<file path="src/rtl/alu_pkg.sv">
// Shared definitions for the alu_exec execution unit: opcodes, shift sub-codes,
// flag bit positions, iteration counts and the sequencer state encoding.
package alu_pkg;

    localparam int WIDTH = 16;

    localparam logic [4:0] OP_ADD     = 5'd0;
    localparam logic [4:0] OP_SUB     = 5'd1;
    localparam logic [4:0] OP_MUL     = 5'd2;
    localparam logic [4:0] OP_DIV     = 5'd3;
    localparam logic [4:0] OP_MOD     = 5'd4;
    localparam logic [4:0] OP_AND     = 5'd5;
    localparam logic [4:0] OP_OR      = 5'd6;
    localparam logic [4:0] OP_XOR     = 5'd7;
    localparam logic [4:0] OP_NOT     = 5'd8;
    localparam logic [4:0] OP_NEG     = 5'd9;
    localparam logic [4:0] OP_INC     = 5'd10;
    localparam logic [4:0] OP_DEC     = 5'd11;
    localparam logic [4:0] OP_SHORT_B = 5'd12;
    localparam logic [4:0] OP_RAD     = 5'd13;
    localparam logic [4:0] OP_POW     = 5'd14;

    // opsel = 1_t_ooo selects the shift group
    localparam int         SHIFT_MSB = 4;
    localparam logic [2:0] SH_LSL    = 3'd0;
    localparam logic [2:0] SH_LSR    = 3'd1;
    localparam logic [2:0] SH_ASR    = 3'd2;
    localparam logic [2:0] SH_ROL    = 3'd3;
    localparam logic [2:0] SH_ROR    = 3'd4;

    localparam int ZF = 3;
    localparam int NF = 2;
    localparam int CF = 1;
    localparam int OF = 0;

    localparam int DIV_ITER = 16;
    localparam int POW_ITER = 16;
    localparam int RAD_ITER = 8;

    typedef enum logic [1:0] {
        ST_IDLE = 2'd0,
        ST_BUSY = 2'd1,
        ST_DONE = 2'd2
    } alu_state_e;

    function automatic logic [3:0] make_flags(input logic [WIDTH-1:0] res,
                                              input logic c, input logic o);
        logic [3:0] f;
        f     = '0;
        f[ZF] = (res == '0);
        f[NF] = res[WIDTH-1];
        f[CF] = c;
        f[OF] = o;
        return f;
    endfunction

endpackage

</file>
<file path="src/rtl/alu_exec_divider.sv">
// alu_iter_divider: unsigned restoring divider, one quotient bit per clock,
// DIV_ITER steps after start. A zero divisor naturally yields all-ones / dividend.
module alu_iter_divider
    import alu_pkg::*;
(
    input  logic             clk,
    input  logic             rst,
    input  logic             start,
    input  logic [WIDTH-1:0] dividend,
    input  logic [WIDTH-1:0] divisor,
    output logic             done,
    output logic [WIDTH-1:0] quotient,
    output logic [WIDTH-1:0] remainder,
    output logic             div_by_zero
);

    logic [WIDTH-1:0] dvd_q;
    logic [WIDTH-1:0] dvs_q;
    logic [WIDTH-1:0] quo_q;
    logic [WIDTH-1:0] rem_q;
    logic [4:0]       cnt_q;
    logic [WIDTH:0]   trial;
    logic [WIDTH:0]   diff;
    logic             take;

    always_comb begin
        trial = {rem_q, dvd_q[WIDTH-1]};
        diff  = trial - {1'b0, dvs_q};
        take  = (trial >= {1'b0, dvs_q});
    end

    always_ff @(posedge clk or negedge rst) begin
        if (!rst) begin
            dvd_q <= '0;
            dvs_q <= '0;
            quo_q <= '0;
            rem_q <= '0;
            cnt_q <= '0;
        end else if (start) begin
            dvd_q <= dividend;
            dvs_q <= divisor;
            quo_q <= '0;
            rem_q <= '0;
            cnt_q <= 5'(DIV_ITER);
        end else if (cnt_q != 5'd0) begin
            dvd_q <= dvd_q << 1;
            quo_q <= {quo_q[WIDTH-2:0], take};
            rem_q <= take ? diff[WIDTH-1:0] : trial[WIDTH-1:0];
            cnt_q <= cnt_q - 5'd1;
        end
    end

    // High while the final step is being taken; results are valid the cycle after.
    assign done        = (cnt_q == 5'd1);
    assign quotient    = quo_q;
    assign remainder   = rem_q;
    assign div_by_zero = (dvs_q == '0);

endmodule

</file>
<file path="src/rtl/alu_exec.sv">
// alu_exec: single-cycle logic/arith/MUL/shift plus iterative DIV/MOD (and POW/RAD
// when ALU_POW_RAD_EN is defined), sequenced by an IDLE/BUSY/DONE FSM.
module alu_exec
    import alu_pkg::*;
(
    input  logic             clk,
    input  logic             rst,
    input  logic             valid,
    input  logic [4:0]       opsel,
    input  logic [WIDTH-1:0] a,
    input  logic [WIDTH-1:0] b,
    output logic [WIDTH-1:0] result,
    output logic [3:0]       flags,
    output logic             ready,
    output logic             busy
);

    // Handshake: the control unit presents valid+opsel+operands and holds them until
    // ready. In IDLE a single-cycle op returns ready=valid in the same cycle; an
    // iterative op is latched on the accepting edge, ready stays low through BUSY,
    // and the registered result is presented with ready=1 for exactly one DONE cycle.

    alu_state_e       state_q, state_d;
    logic [4:0]       op_q;
    logic [4:0]       cnt_q;
    logic [4:0]       iter_len;
    logic             iter_op;
    logic             accept;
    logic             expire;

    logic             div_start, div_done, div_dbz;
    logic [WIDTH-1:0] div_quo, div_rem;

    logic [WIDTH-1:0] comb_res;
    logic             comb_c, comb_o;
    logic [WIDTH-1:0] done_res;
    logic             done_c, done_o;

    logic [WIDTH-1:0] ax, ay;
    logic             asub;
    logic [WIDTH:0]   sum;
    logic [31:0]      prod;
    logic [WIDTH-1:0] amt;
    logic [31:0]      sh_tmp;

    always_comb begin
        iter_op = (opsel == OP_DIV) || (opsel == OP_MOD);
`ifdef ALU_POW_RAD_EN
        iter_op = iter_op || (opsel == OP_POW) || (opsel == OP_RAD);
`endif
        accept    = (state_q == ST_IDLE) && valid && iter_op;
        div_start = accept && ((opsel == OP_DIV) || (opsel == OP_MOD));
        iter_len  = (opsel == OP_RAD) ? 5'(RAD_ITER) : 5'(DIV_ITER);
        expire    = ((op_q == OP_DIV) || (op_q == OP_MOD)) ? div_done : (cnt_q == 5'd1);
    end

    always_ff @(posedge clk or negedge rst) begin
        if (!rst) begin
            state_q <= ST_IDLE;
            op_q    <= '0;
            cnt_q   <= '0;
        end else begin
            state_q <= state_d;
            if (accept) begin
                op_q  <= opsel;
                cnt_q <= iter_len;
            end else if ((state_q == ST_BUSY) && (cnt_q != 5'd0)) begin
                cnt_q <= cnt_q - 5'd1;
            end
        end
    end

    always_comb begin
        state_d = state_q;
        case (state_q)
            ST_IDLE: if (accept) state_d = ST_BUSY;
            ST_BUSY: if (expire) state_d = ST_DONE;
            ST_DONE: state_d = ST_IDLE;
            default: state_d = ST_IDLE;
        endcase
    end

    alu_iter_divider u_div (
        .clk        (clk),
        .rst        (rst),
        .start      (div_start),
        .dividend   (a),
        .divisor    (b),
        .done       (div_done),
        .quotient   (div_quo),
        .remainder  (div_rem),
        .div_by_zero(div_dbz)
    );

`ifdef ALU_POW_RAD_EN
    logic [WIDTH-1:0] a_q, b_q, acc_q, acc_d;
    logic             ovf_q, ovf_d;
    logic [3:0]       bit_idx;
    logic [31:0]      sq, pm;
    logic [7:0]       rad_trial;
    logic [WIDTH-1:0] rad_sq;

    // POW walks B MSB-first (square, then multiply on a set bit); RAD builds the
    // root MSB-first, keeping a trial bit whenever its square still fits under A.
    always_comb begin
        bit_idx   = 4'(cnt_q - 5'd1);
        sq        = 32'(acc_q) * 32'(acc_q);
        pm        = 32'(sq[WIDTH-1:0]) * 32'(a_q);
        rad_trial = acc_q[7:0] | (8'd1 << bit_idx[2:0]);
        rad_sq    = 16'(rad_trial) * 16'(rad_trial);
        acc_d     = acc_q;
        ovf_d     = ovf_q;
        if (op_q == OP_POW) begin
            acc_d = b_q[bit_idx] ? pm[WIDTH-1:0] : sq[WIDTH-1:0];
            ovf_d = ovf_q | (sq[31:16] != 16'd0) | (b_q[bit_idx] & (pm[31:16] != 16'd0));
        end else if (op_q == OP_RAD) begin
            if (rad_sq <= a_q) acc_d = {8'd0, rad_trial};
        end
    end

    always_ff @(posedge clk or negedge rst) begin
        if (!rst) begin
            a_q   <= '0;
            b_q   <= '0;
            acc_q <= '0;
            ovf_q <= 1'b0;
        end else if (accept) begin
            a_q   <= a;
            b_q   <= b;
            acc_q <= (opsel == OP_POW) ? 16'd1 : 16'd0;
            ovf_q <= 1'b0;
        end else if (state_q == ST_BUSY) begin
            acc_q <= acc_d;
            ovf_q <= ovf_d;
        end
    end
`endif

    always_comb begin
        done_res = '0;
        done_c   = 1'b0;
        done_o   = 1'b0;
        case (op_q)
            OP_DIV: begin done_res = div_quo; done_o = div_dbz; end
            OP_MOD: begin done_res = div_rem; done_o = div_dbz; end
`ifdef ALU_POW_RAD_EN
            OP_POW: begin done_res = acc_q; done_c = ovf_q; done_o = ovf_q; end
            OP_RAD: done_res = acc_q;
`endif
            default: ;
        endcase
    end

    // Shared adder: NEG is 0-A, INC/DEC use a constant 1.
    always_comb begin
        ax   = a;
        ay   = b;
        asub = 1'b0;
        case (opsel)
            OP_SUB: asub = 1'b1;
            OP_INC: ay = 16'd1;
            OP_DEC: begin ay = 16'd1; asub = 1'b1; end
            OP_NEG: begin ax = '0; ay = a; asub = 1'b1; end
            default: ;
        endcase
        sum = asub ? ({1'b0, ax} - {1'b0, ay}) : ({1'b0, ax} + {1'b0, ay});
    end

    always_comb begin
        comb_res = a;
        comb_c   = 1'b0;
        comb_o   = 1'b0;
        sh_tmp   = '0;
        prod     = 32'(a) * 32'(b);
        amt      = opsel[3] ? {12'd0, b[3:0]} : b;
        if (opsel[SHIFT_MSB]) begin
            case (opsel[2:0])
                SH_LSL: begin
                    sh_tmp   = {16'd0, a} << amt;
                    comb_res = sh_tmp[15:0];
                    comb_c   = sh_tmp[16];
                end
                SH_LSR: begin
                    sh_tmp   = {a, 16'd0} >> amt;
                    comb_res = sh_tmp[31:16];
                    comb_c   = sh_tmp[15];
                end
                SH_ASR: begin
                    sh_tmp   = $signed({a, 16'd0}) >>> amt;
                    comb_res = sh_tmp[31:16];
                    comb_c   = sh_tmp[15];
                end
                SH_ROL: begin
                    sh_tmp   = {a, a} << amt[3:0];
                    comb_res = sh_tmp[31:16];
                    comb_c   = (amt != '0) & sh_tmp[16];
                end
                SH_ROR: begin
                    sh_tmp   = {a, a} >> amt[3:0];
                    comb_res = sh_tmp[15:0];
                    comb_c   = (amt != '0) & sh_tmp[15];
                end
                default: ;
            endcase
        end else begin
            case (opsel)
                OP_ADD, OP_INC: begin
                    comb_res = sum[WIDTH-1:0];
                    comb_c   = sum[WIDTH];
                    comb_o   = (ax[15] == ay[15]) && (sum[15] != ax[15]);
                end
                OP_SUB, OP_DEC, OP_NEG: begin
                    comb_res = sum[WIDTH-1:0];
                    comb_c   = sum[WIDTH];
                    comb_o   = (ax[15] != ay[15]) && (sum[15] != ax[15]);
                end
                OP_MUL: begin
                    comb_res = prod[15:0];
                    comb_c   = (prod[31:16] != 16'd0);
                    comb_o   = (prod[31:16] != 16'd0);
                end
                OP_DIV, OP_MOD: comb_res = '0;
                OP_AND:     comb_res = a & b;
                OP_OR:      comb_res = a | b;
                OP_XOR:     comb_res = a ^ b;
                OP_NOT:     comb_res = ~a;
                OP_SHORT_B: comb_res = b;
`ifdef ALU_POW_RAD_EN
                OP_RAD, OP_POW: comb_res = '0;
`else
                OP_RAD, OP_POW: begin
                    comb_res = '0;
                    comb_o   = 1'b1;
                end
`endif
                default: ;
            endcase
        end
    end

    always_comb begin
        result = '0;
        flags  = '0;
        ready  = 1'b0;
        busy   = 1'b0;
        if (rst) begin
            case (state_q)
                ST_IDLE: begin
                    result = comb_res;
                    flags  = make_flags(comb_res, comb_c, comb_o);
                    ready  = valid && !iter_op;
                end
                ST_BUSY: busy = 1'b1;
                ST_DONE: begin
                    result = done_res;
                    flags  = make_flags(done_res, done_c, done_o);
                    ready  = 1'b1;
                end
                default: ;
            endcase
        end
    end

endmodule

</file>
<file path="config.mk">
export PLATFORM = sky130hd
export DESIGN_NAME = alu_exec
export DESIGN_NICKNAME = d
export VERILOG_FILES = /design/src/rtl/alu_pkg.sv /design/src/rtl/alu_exec_divider.sv /design/src/rtl/alu_exec.sv
export SDC_FILE = /design/constraint.sdc
export NUM_CORES = 1
export LEC_CHECK = 0
export BUFFER_PORTS_ARGS = -buffer_cell sky130_fd_sc_hd__clkbuf_2
export CAP_MARGIN = 20
export CORE_MARGIN = 2
export CORE_UTILIZATION = 35
export DETAILED_ROUTE_END_ITERATION = 12
export GPL_ROUTABILITY_DRIVEN = 0
export SKIP_LAST_GASP = 1
export SLEW_MARGIN = 20
export SYNTH_ARGS = -nofsm -noshare
export SYNTH_HDL_FRONTEND = slang
export SYNTH_SLANG_ARGS = --single-unit
</file>
<file path="constraint.sdc">
create_clock -name clk -period 18.3 [get_ports clk]
set_input_delay 0.915 -clock clk [delete_from_list [all_inputs] [get_ports clk]]
set_output_delay 0.915 -clock clk [all_outputs]
set_load 0.1 [all_outputs]
</file>
==> run metrics <==
clk_lat worst skew=0.34 ns; worst slew pin tran=1.11 ns; # rows=86; FF+latch count, synth=81; CORE AREA=0.0551 sq mm; initial core utilization=0.353; async set-reset flop share out of synthesis=1.00; CTS resizes=0; Slew headroom=0.252; Vias/cell=6.14; mapped cell area=0.0195 sq mm; worst vdd ir=0.000266 V; Worst Path Required=17.39 ns; DR DRC count=0; Filler cells=5753; Root Driver=clkbuf_16; net count after synthesis=2898; HP Class=flop to flop; PwrDens=193 mW/mm^2; leakage power figure=9.17 nW; number of synthesized flops with an enable pin=0; Num CTS Buffers=9; final core occ=0.374; Final Hold Vio Count=0; 1st-iter DRT viols=2222; initial antenna violation count=1; Setup CP Type=input pin to output port; Die Area=0.0575 sq mm; Slew Limit Fails=0; GRT overflow=0; Tot Pwr=3.98 mW; cell count after synthesis=2487; Worst Path Arrival=9.28 ns; status=finished, final reports clean; # IOs=62; Syn. warnings=0; dpl hpwl=53400 um; P&R area growth vs syn=5.80%; largest net degree at the start of global routing=82; DRT antenna net count=0; Mean Syn Cell Area=7.83 sq um; Total Wirelength=73400 um; # setup viols final=0; synth top area cells=fa_1 (20%), ha_1 (11%), dfrtp_1 (10%), nand2_1 (7.0%), nor2_1 (5.5%); Critical Path Fanout Max=25; Seq/Total Area, Yosys=0.104; Max Cap Viol=0; placed inst area=0.0203 sq mm; setup tns final=0 ns; vias in the first global route=19000; count of input and output buffers=61; post-route cell area=0.0206 sq mm; Nets=2833; post-CTS setup buffer count=0; CTS sink cnt=81; Synth top area share=0.202; cts-stage hold buffer count=0; H-tree depth=3; Primary FF master, synth=dfrtp_1; DR WL/cell=23.1 um; Setup Skew=0.00721 ns; fin crit share=0.557; CTS tree=built; share of post-route cells with drive strength above 1=0.0800; DIE WIDTH=240 um; CP Capture Type=output port; fmax=0.0981 GHz; post-synthesis cell type count=89; Synth area leader=fa_1; clk buf depth=2; vias=19500; global-route wire length before repair=113000 um; RSZ-0062 raised after global routing=false; GR Util All Layers=0.254; CP Launch Type=input pin; Pre-Repair DR Iteration Count=8; minimum clock period=10.19 ns; die height=240 um; Worst-path clk slew=0.06 ns
## report_power, final
group          total (mW)  switching [mW]  internal [mW]
clock               0.198          0.0783          0.120
sequential          0.340          0.0734          0.266
combinational        3.44            2.16           1.28
total                3.98            2.31           1.67
## cells in the mapped netlist, drive strengths merged, types with 6 or more instances
master   instances
nand2          361
nor2           283
inv            261
fa             196
ha             175
o21ai          115
a21oi          109
clkbuf         109
dfrtp           81
buf             59
nand3           42
nor3            40
mux2i           38
a31oi           34
a211oi          32
mux4            31
xnor2           31
a221oi          27
mux2            26
o22ai           26
xor2            25
a21o            24
o211ai          24
nand2b          23
a22oi           21
o21a            20
nor4            19
o31ai           18
and2            16
a22o            15
nand4           14
nor2b           14
clkinv          12
o21bai          11
a311oi          10
or3              9
and3             8
or2              7
a2111oi          6
a221o            6
o2111ai          6
o221ai           6
or3b             6
## per-stage QoR
step | worst slack, ns | hold slack (ns) | instances
6_report | 8.11 | 0.505 | 3175
5_1_grt | 7.87 | 0.547 | 3174
4_1_cts | 8.32 | 0.507 | 3174
3_5_place_dp | 8.33 | 0.491 | 3159
3_3_place_gp | 8.49 | 0.488 | 3159
2_1_floorplan | 8.24 | 0.465 | 2487
## worst max-delay path, cell delays in order
cell and delay [ns]:
clkbuf_2 0.60, clkinv_1 0.48, nor2_1 0.25, fa_1 0.43, inv_1 0.08, fa_1 0.41
inv_1 0.08, fa_1 0.45, fa_1 0.51, fa_1 0.49, inv_1 0.05, fa_1 0.48
inv_1 0.04, ha_1 0.37, a21o_1 0.21, a221oi_1 0.45, o211ai_1 0.14, a31oi_1 0.49
o211ai_1 0.24, a32oi_1 0.24, o21ai_0 0.11, xor2_1 0.15, o31ai_1 0.75, o211ai_1 0.37
clkbuf_2 0.47
## cells by family after synthesis
family          after synthesis  share of synthesized area
compound gates              575                      0.200
fa+ha+maj                   371                      0.314
simple gates                868                      0.196
flops                        81                      0.104
mux                          95                     0.0714
xor+xnor                     56                     0.0252
buf+inv                     441                     0.0884
## state kept, by name, summed over array words and instances, names as in the netlist
signal and cells:
cnt_q 5, op_q 5, state_q 2, u_div.cnt_q 5, u_div.dvd_q 16, u_div.dvs_q 16
u_div.quotient 16, u_div.remainder 16
## cells in the final DEF, fill, tap and decap left out, types with 9 or more instances in the layout
cell	count
a211oi_1	32
a21o_1	24
a21oi_1	109
a221oi_1	27
a22o_1	15
a22oi_1	21
a311oi_1	10
a31oi_1	34
and2_1	16
buf_4	31
clkbuf_16	9
clkbuf_2	59
clkinv_1	12
dfrtp_1	81
fa_1	196
ha_1	175
inv_1	258
mux2_2	24
mux2i_1	38
mux4_2	28
nand2_1	360
nand2b_1	23
nand3_1	42
nand4_1	14
nor2_1	281
nor2b_1	14
nor3_1	40
nor4_1	16
o211ai_1	24
o21a_1	20
o21ai_0	113
o21bai_1	11
o22ai_1	26
o31ai_1	18
or3_1	9
xnor2_1	31
xor2_1	25
## final cells by class
type / instances / area [sq um] / area share
Sequential cell: 81 / 2030 / 0.0984
Timing Repair Buffer: 92 / 544 / 0.0264
Tap cell: 748 / 936 / 0.0454
Antenna cell: 1 / 2.50 / 0.000121
Clock inverter: 6 / 92.6 / 0.00450
Inverter: 273 / 1020 / 0.0498
Clock buffer: 9 / 225 / 0.0109
Multi-Input combinational cell: 1965 / 15700 / 0.764
## layer usage
| layer | share of wire | vias to the layer above | wire, um | track usage |
|---|---|---|---|---|
| met2 | 0.42 | 1275 | 31100 | 0.378 |
| met1 | 0.40 | 9519 | 29500 | 0.349 |
| li1 | - | 8466 | - | - |
| met4 | 0.046 | 0 | 3400 | 0.102 |
| met3 | 0.13 | 223 | 9400 | 0.0663 |
| met5 | 0 | - | 0 | 0 |
## worst paths after layout
| path | start | end | slack (ns) | depth (start not counted) |
|---|---|---|---|---|
| min | u_div.dvd_q[0] | u_div.dvd_q[0] | 0.51 | 2 |
| max reg2reg | u_div.remainder[0] | u_div.remainder[15] | 15.15 | 11 |
| min in group asynchronous | rst | cnt_q[0] | 0.72 | 2 |
| min reg2reg | u_div.dvd_q[0] | u_div.dvd_q[0] | 0.51 | 2 |
| max in group asynchronous | rst | op_q[2] | 17.01 | 2 |
| max | a[8] | flags[1] | 8.11 | 25 |
(Power assumes the default switching activity.)
